<file path="config.mk">
export PLATFORM = sky130hd
export DESIGN_NAME = column_move_sequencer_flat
export DESIGN_NICKNAME = d
export VERILOG_FILES = /design/src/rtl/column_move_sequencer_if.sv /design/src/rtl/column_move_sequencer.sv /design/src/flat_wrapper.sv
export SDC_FILE = /design/constraint.sdc
export NUM_CORES = 1
export LEC_CHECK = 0
export ABC_AREA = 0
export CAP_MARGIN = 15
export CORE_MARGIN = 2
export CORE_UTILIZATION = 55
export CTS_BUF_LIST = sky130_fd_sc_hd__clkbuf_2
export DETAILED_ROUTE_END_ITERATION = 6
export GPL_ROUTABILITY_DRIVEN = 0
export PLACE_DENSITY = 0.79
export SYNTH_ARGS = -nofsm -noshare
export SYNTH_HDL_FRONTEND = slang
export SYNTH_SLANG_ARGS = --single-unit
</file>
<file path="constraint.sdc">
create_clock -name clk -period 6.8 [get_ports clk]
set_clock_uncertainty 0.05 [all_clocks]
set_input_delay 1.02 -clock clk [delete_from_list [all_inputs] [get_ports clk]]
set_output_delay 1.02 -clock clk [all_outputs]
set_load 0.03 [all_outputs]
</file>
<file path="src/rtl/column_move_sequencer_if.sv">
// Cursor-protocol bundle between an automatic-move source and the game FSM side.
// The slave modport is the sequencer; the master modport is whoever drives its requests.
interface column_move_sequencer_if #(
    parameter int NUM_COLS = 7
);
    logic                start;
    logic                cancel;
    logic [2:0]          target_col;
    logic [2:0]          cur_col;
    logic [NUM_COLS-1:0] col_full;
    logic                move_left;
    logic                move_right;
    logic                move_made;
    logic                busy;
    logic [2:0]          sel_col;
    logic                done;
    logic                error;

    modport slave (
        input  start, cancel, target_col, cur_col, col_full,
        output move_left, move_right, move_made, busy, sel_col, done, error
    );

    modport master (
        output start, cancel, target_col, cur_col, col_full,
        input  move_left, move_right, move_made, busy, sel_col, done, error
    );
endinterface

</file>
<file path="src/rtl/column_move_sequencer.sv">
// Automatic Connect-4 move: pick the nearest open column to a target, walk the
// cursor there with left/right pulses using cur_col feedback, then drop.
module column_move_sequencer #(
    parameter int NUM_COLS   = 7,
    parameter int GAP_CYCLES = 4
) (
    input logic                    clk,
    input logic                    reset_n,
    column_move_sequencer_if.slave bus
);
    localparam int              CW        = (NUM_COLS > 1) ? $clog2(NUM_COLS) : 1;
    localparam int              GW        = (GAP_CYCLES > 1) ? $clog2(GAP_CYCLES) : 1;
    localparam logic [2:0]      LAST_COL  = 3'(NUM_COLS - 1);
    localparam logic [3:0]      MAX_STEPS = 4'(NUM_COLS);
    localparam logic [GW-1:0]   GAP_LAST  = GW'(GAP_CYCLES - 1);

    typedef enum logic [2:0] {IDLE, SELECT, STEP, GAP, DROP, FINISH} state_t;

    state_t        state, nxt;
    logic [2:0]    tgt_q;
    logic [3:0]    step_cnt;
    logic [GW-1:0] gap_cnt;
    logic          found;
    logic [2:0]    pick, dest;
    logic          want_l, want_r, decide;
    logic          go_left, go_right, err;
    logic          move_left_d, move_right_d, move_made_d, busy_d, done_d, error_d;

    // Nearest open column; at equal distance the right-hand candidate wins.
    always_comb begin
        found = 1'b0;
        pick  = '0;
        for (int d = 0; d < NUM_COLS; d++) begin
            if (!found && (int'(tgt_q) + d < NUM_COLS) && !bus.col_full[CW'(int'(tgt_q) + d)]) begin
                found = 1'b1;
                pick  = 3'(int'(tgt_q) + d);
            end
            if (!found && (int'(tgt_q) >= d) && !bus.col_full[CW'(int'(tgt_q) - d)]) begin
                found = 1'b1;
                pick  = 3'(int'(tgt_q) - d);
            end
        end
    end

    // The step decision is taken on the edge into STEP so the pulse is
    // registered and visible during the STEP cycle itself.
    always_comb begin
        nxt      = state;
        go_left  = 1'b0;
        go_right = 1'b0;
        err      = 1'b0;
        dest     = (state == SELECT) ? pick : bus.sel_col;
        want_r   = bus.cur_col < dest;
        want_l   = bus.cur_col > dest;
        decide   = 1'b0;
        case (state)
            IDLE:    if (bus.start && !bus.cancel) nxt = SELECT;
            SELECT:  if (found) decide = 1'b1;
                     else begin
                         nxt = IDLE;
                         err = 1'b1;
                     end
            GAP:     if (gap_cnt == GAP_LAST) decide = 1'b1;
            STEP:    nxt = (bus.move_left || bus.move_right) ? GAP : DROP;
            DROP:    nxt = FINISH;
            FINISH:  nxt = IDLE;
            default: nxt = IDLE;
        endcase
        if (decide) begin
            if ((want_l || want_r) && step_cnt == MAX_STEPS) begin
                nxt = IDLE;
                err = 1'b1;
            end else begin
                nxt      = STEP;
                go_left  = want_l;
                go_right = want_r;
            end
        end
        if (bus.cancel && state != IDLE) begin
            nxt      = IDLE;
            go_left  = 1'b0;
            go_right = 1'b0;
            err      = 1'b0;
        end
    end

    always_comb begin
        move_left_d  = go_left;
        move_right_d = go_right;
        move_made_d  = (nxt == DROP);
        done_d       = (nxt == FINISH);
        error_d      = err;
        busy_d       = (nxt != IDLE);
    end

    always_ff @(posedge clk or negedge reset_n) begin
        if (!reset_n) begin
            state          <= IDLE;
            bus.move_left  <= 1'b0;
            bus.move_right <= 1'b0;
            bus.move_made  <= 1'b0;
            bus.busy       <= 1'b0;
            bus.done       <= 1'b0;
            bus.error      <= 1'b0;
            bus.sel_col    <= '0;
        end else begin
            state          <= nxt;
            bus.move_left  <= move_left_d;
            bus.move_right <= move_right_d;
            bus.move_made  <= move_made_d;
            bus.busy       <= busy_d;
            bus.done       <= done_d;
            bus.error      <= error_d;
            if (state == SELECT && nxt == STEP) bus.sel_col <= pick;
        end
    end

    always_ff @(posedge clk or negedge reset_n) begin
        if (!reset_n) begin
            tgt_q    <= '0;
            step_cnt <= '0;
            gap_cnt  <= '0;
        end else begin
            if (state == IDLE && nxt == SELECT) begin
                tgt_q    <= (bus.target_col > LAST_COL) ? LAST_COL : bus.target_col;
                step_cnt <= '0;
            end else if (go_left || go_right) begin
                step_cnt <= step_cnt + 4'd1;
            end
            gap_cnt <= (state == GAP) ? gap_cnt + GW'(1) : '0;
        end
    end
endmodule
</file>
<file path="src/flat_wrapper.sv">
// flat-port wrapper written by rule: the top's interface ports become plain ports
module column_move_sequencer_flat 
#(
    parameter int NUM_COLS   = 7,
    parameter int GAP_CYCLES = 4
)
  (clk, reset_n, bus_start, bus_cancel, bus_target_col, bus_cur_col, bus_col_full, bus_move_left, bus_move_right, bus_move_made, bus_busy, bus_sel_col, bus_done, bus_error);
  column_move_sequencer_if #(.NUM_COLS(NUM_COLS)) bus_i ();
  input logic clk;
  input logic reset_n;
  input wire logic [$bits(bus_i.start)-1:0] bus_start;
  input wire logic [$bits(bus_i.cancel)-1:0] bus_cancel;
  input wire logic [$bits(bus_i.target_col)-1:0] bus_target_col;
  input wire logic [$bits(bus_i.cur_col)-1:0] bus_cur_col;
  input wire logic [$bits(bus_i.col_full)-1:0] bus_col_full;
  output wire logic [$bits(bus_i.move_left)-1:0] bus_move_left;
  output wire logic [$bits(bus_i.move_right)-1:0] bus_move_right;
  output wire logic [$bits(bus_i.move_made)-1:0] bus_move_made;
  output wire logic [$bits(bus_i.busy)-1:0] bus_busy;
  output wire logic [$bits(bus_i.sel_col)-1:0] bus_sel_col;
  output wire logic [$bits(bus_i.done)-1:0] bus_done;
  output wire logic [$bits(bus_i.error)-1:0] bus_error;
  assign bus_i.start = bus_start;
  assign bus_i.cancel = bus_cancel;
  assign bus_i.target_col = bus_target_col;
  assign bus_i.cur_col = bus_cur_col;
  assign bus_i.col_full = bus_col_full;
  assign bus_move_left = bus_i.move_left;
  assign bus_move_right = bus_i.move_right;
  assign bus_move_made = bus_i.move_made;
  assign bus_busy = bus_i.busy;
  assign bus_sel_col = bus_i.sel_col;
  assign bus_done = bus_i.done;
  assign bus_error = bus_i.error;
  column_move_sequencer #(.NUM_COLS(NUM_COLS), .GAP_CYCLES(GAP_CYCLES)) u_core (.clk(clk), .reset_n(reset_n), .bus(bus_i));
endmodule
</file>
==> flow_summary.rst <==
.. list-table::
   :header-rows: 1

   * - Metric
     - Value
   * - Floorplan die height
     - 67.9 um
   * - Synth cell types
     - 64
   * - Required @ worst endpoint
     - 7010 ps
   * - Fin crit share
     - 0.789
   * - Type of element capturing the critical path
     - flop
   * - Final Setup Violations
     - 0
   * - Clock latency on the worst-skew pair
     - 340 ps
   * - RSZ-0062 raised after global routing
     - no
   * - Total cell area at the placement stage
     - 2510 um2
   * - Final #Nets
     - 312
   * - Count of standard-cell rows
     - 23
   * - Launching element of the worst setup path
     - u_core.tgt_q[1]
   * - Number of synthesis warnings
     - 0
   * - Slew Limit Headroom
     - 0.370
   * - Top cell type's share of synthesized area
     - 0.234
   * - Core footprint
     - 3970 um2
   * - DR vias
     - 2028
   * - Maximum root-to-sink buffer count
     - 2
   * - Netlist Area Pre-Place
     - 2250 um2
   * - Min-Delay Path Class
     - flop to flop
   * - Share of the yosys chip area belonging to registers
     - 0.234
   * - Main combinational cell family by area after synthesis
     - compound AO/OA/AOI/OAI gates
   * - Wire length of the first global-routing pass
     - 8.78 mm
   * - Xor and xnor fraction of the mapped netlist area
     - 0.0117
   * - Post-layout instance count excluding filler cells
     - 327
   * - Final critical delay including setup and external delays
     - 5370 ps
   * - Antenna diode instance count
     - 0
   * - Layout overhead on the synthesized area
     - 12.5%
   * - Post-Syn Nets
     - 293
   * - Overflow left after global routing
     - 0
   * - Cell area after layout
     - 2530 um2
   * - Top-level port count
     - 26
   * - Simple-gate portion of the synthesized area
     - 0.226
   * - Remaining antenna violation count after routing
     - 0
   * - Utilization of the core after routing
     - 0.637
   * - Pin count of the biggest net entering global routing
     - 29
   * - Number of search-and-repair iterations in the first detailed-routing pass
     - 5
   * - Per-instance average area after synthesis
     - 8.68 um2
   * - Vias in the first global route
     - 1857
   * - CTS tree
     - done
   * - Pin slew with the least headroom to its limit
     - 938 ps
   * - H-tree level count
     - 1
   * - Startpoint of the most critical register-to-register path
     - u_core.tgt_q[1]
   * - Mux cell area share after synthesis
     - 0.136
   * - Max Transition Viols Final
     - 0
   * - Post-CTS setup buffer count
     - 0
   * - Largest cells by area after synthesis
     - dfrtp_1 23%, ha_1 9.5%, mux4_2 7.0%, a21oi_1 4.2%, nand2_1 4.0%
   * - Via-to-Cell Ratio
     - 6.20
   * - Global routing usage summed across all routing layers
     - 0.249
   * - Horizontal die dimension
     - 67.9 um
   * - Number of buffer cells added on primary ports
     - 25
   * - Most used DFF post-synth
     - dfrtp_1
   * - Most common cell after layout, fill and taps aside
     - clkdlybuf4s50_1
   * - Number of instances in the synthesized netlist
     - 259
   * - # placed instances
     - 323
   * - Clk slew on worst S/H paths
     - 200 ps
   * - Highest clock frequency the design can meet
     - 186 MHz
   * - Average detailed-routed wire length per instance
     - 15.8 um
   * - Number of failing hold endpoints at the final stage
     - 0
   * - Synthesis-stage register bit count
     - 21
   * - Hold_buf cts
     - 0
   * - Cts bufs inserted
     - 3
   * - Startpoint of the lowest-slack hold path
     - u_core.gap_cnt[0]
   * - Final setup TNS
     - 0 ps
   * - Starting density of the core
     - 0.566
   * - Ratio of cells with drive above 1 in the final layout
     - 0.105
   * - Setup CP Type
     - flop to flop
   * - Top cell type by total area after synthesis
     - dfrtp_1
   * - Routed WL
     - 5.16 mm
   * - Status
     - finished clean
   * - Synth async-reset ratio
     - 1.00
   * - Post-synth EDFFs
     - 0
   * - Initial antenna violation count
     - 0
   * - Sink Count
     - 21
   * - Number of remaining DRC errors
     - 0
   * - Startpoint types
     - flop
   * - Max FO, Critical Path
     - 17
   * - Total of cells resized after clock tree synthesis
     - 0
   * - Post-synthesis compound-gate area fraction
     - 0.247
   * - Filler cell count
     - 359
   * - Adder-cell share of the synthesized area
     - 0.0946
   * - Die area
     - 4620 um2
   * - Clock root cell
     - clkbuf_2
   * - CP Data Arrival Time
     - 5570 ps
   * - Leading cell types in the layout, fill and taps excluded
     - 25 x clkdlybuf4s50_1, 24 x nand2_1, 21 x dfrtp_1, 19 x a21oi_1, 17 x ha_1
   * - DPL Wire Length
     - 3.98 mm
   * - Number of max-capacitance violations reported
     - 0
   * - Number of DRC markers in iteration 0
     - 178
worst paths after layout:
| check | to | slack [ps] | cells past startpoint |
|---|---|---|---|
| worst max-delay path | u_core.step_cnt[3] | 1430 | 17 |
| worst min-delay path | u_core.gap_cnt[0] | 390 | 1 |
| worst max register to register | u_core.step_cnt[3] | 1430 | 17 |
| worst min register to register | u_core.gap_cnt[0] | 390 | 1 |
| max in group asynchronous | u_core.tgt_q[1] | 5020 | 1 |
| min in group asynchronous | u_core.gap_cnt[1] | 1110 | 1 |
through the flow:
| step | worst slack, ps | hold slack (ps) |
|---|---|---|
| after floorplan | 2230 | 357 |
| after global placement | 1600 | 371 |
| after detailed placement | 1580 | 374 |
| after CTS | 1510 | 398 |
| after global routing | 793 | 431 |
| final | 1430 | 390 |
area by class of cell:
class	instances	area (um2)	area share
Tap cell	50	62.6	0.0247
Clock buffer	4	20.0	0.00791
Sequential cell	21	526	0.208
Inverter	15	56.3	0.0223
Multi-Input combinational cell	211	1610	0.636
Timing Repair Buffer	26	258	0.102
registers in the layout, summed over array words and instances (netlist names):
register / flops
u_core.tgt_q: 3
u_core.bus.done: 1
u_core.step_cnt: 4
u_core.bus.move_right: 1
u_core.bus.move_left: 1
u_core.state: 3
u_core.bus.sel_col: 3
u_core.bus.busy: 1
u_core.bus.move_made: 1
u_core.bus.error: 1
u_core.gap_cnt: 2
critical path: stages, from the launching register on:
cell and delay, ps:
dfrtp_1 790, inv_1 350, ha_1 640, and3b_1 240, a2111oi_0 560, o21ai_0 370
a21boi_0 240, a2bb2oi_1 170, a211oi_1 60, o21ai_1 210, o21ai_0 130, ha_1 300
nand3_1 100, a21oi_1 60, nor4b_1 270, o21ai_1 210, or3_1 400, a21oi_1 140
cells in the mapped netlist (all sizes together) (2+ instances only):
library cell  count
a21oi            19
a211oi            6
a221o             3
o21ai            14
a21o              5
nand3b            2
clkbuf            8
mux2i             8
mux4              7
mux2              6
xor2              2
dfrtp            21
inv              15
o211a             2
nand2b            5
nor3b             3
nand2            24
ha               17
buf               4
or2               4
a2bb2oi           2
and2              2
nor4              3
o21a              3
or3               4
and3              2
a21boi            4
nand3            10
nor3             10
nor2             16
nor2b             5
cells by family after synthesis:
family	after synthesis
adders and majority gates	17
buffers and inverters	27
muxes	21
AOI/OAI and AO/OA	76
xor gates and xnor gates	3
DFF	21
and+or+nand+nor	94
layer usage:
metal  track usage  share of wire  vias to the layer above
met5             0              0                        -
met4        0.0375          0.010                        0
met3        0.0395          0.073                        8
met2         0.376           0.44                       86
met1         0.380           0.48                      933
li1              -              -                     1001
Power is not shown: default switching activity piles up to over one toggle a cycle in this logic, so the estimate is an artifact.
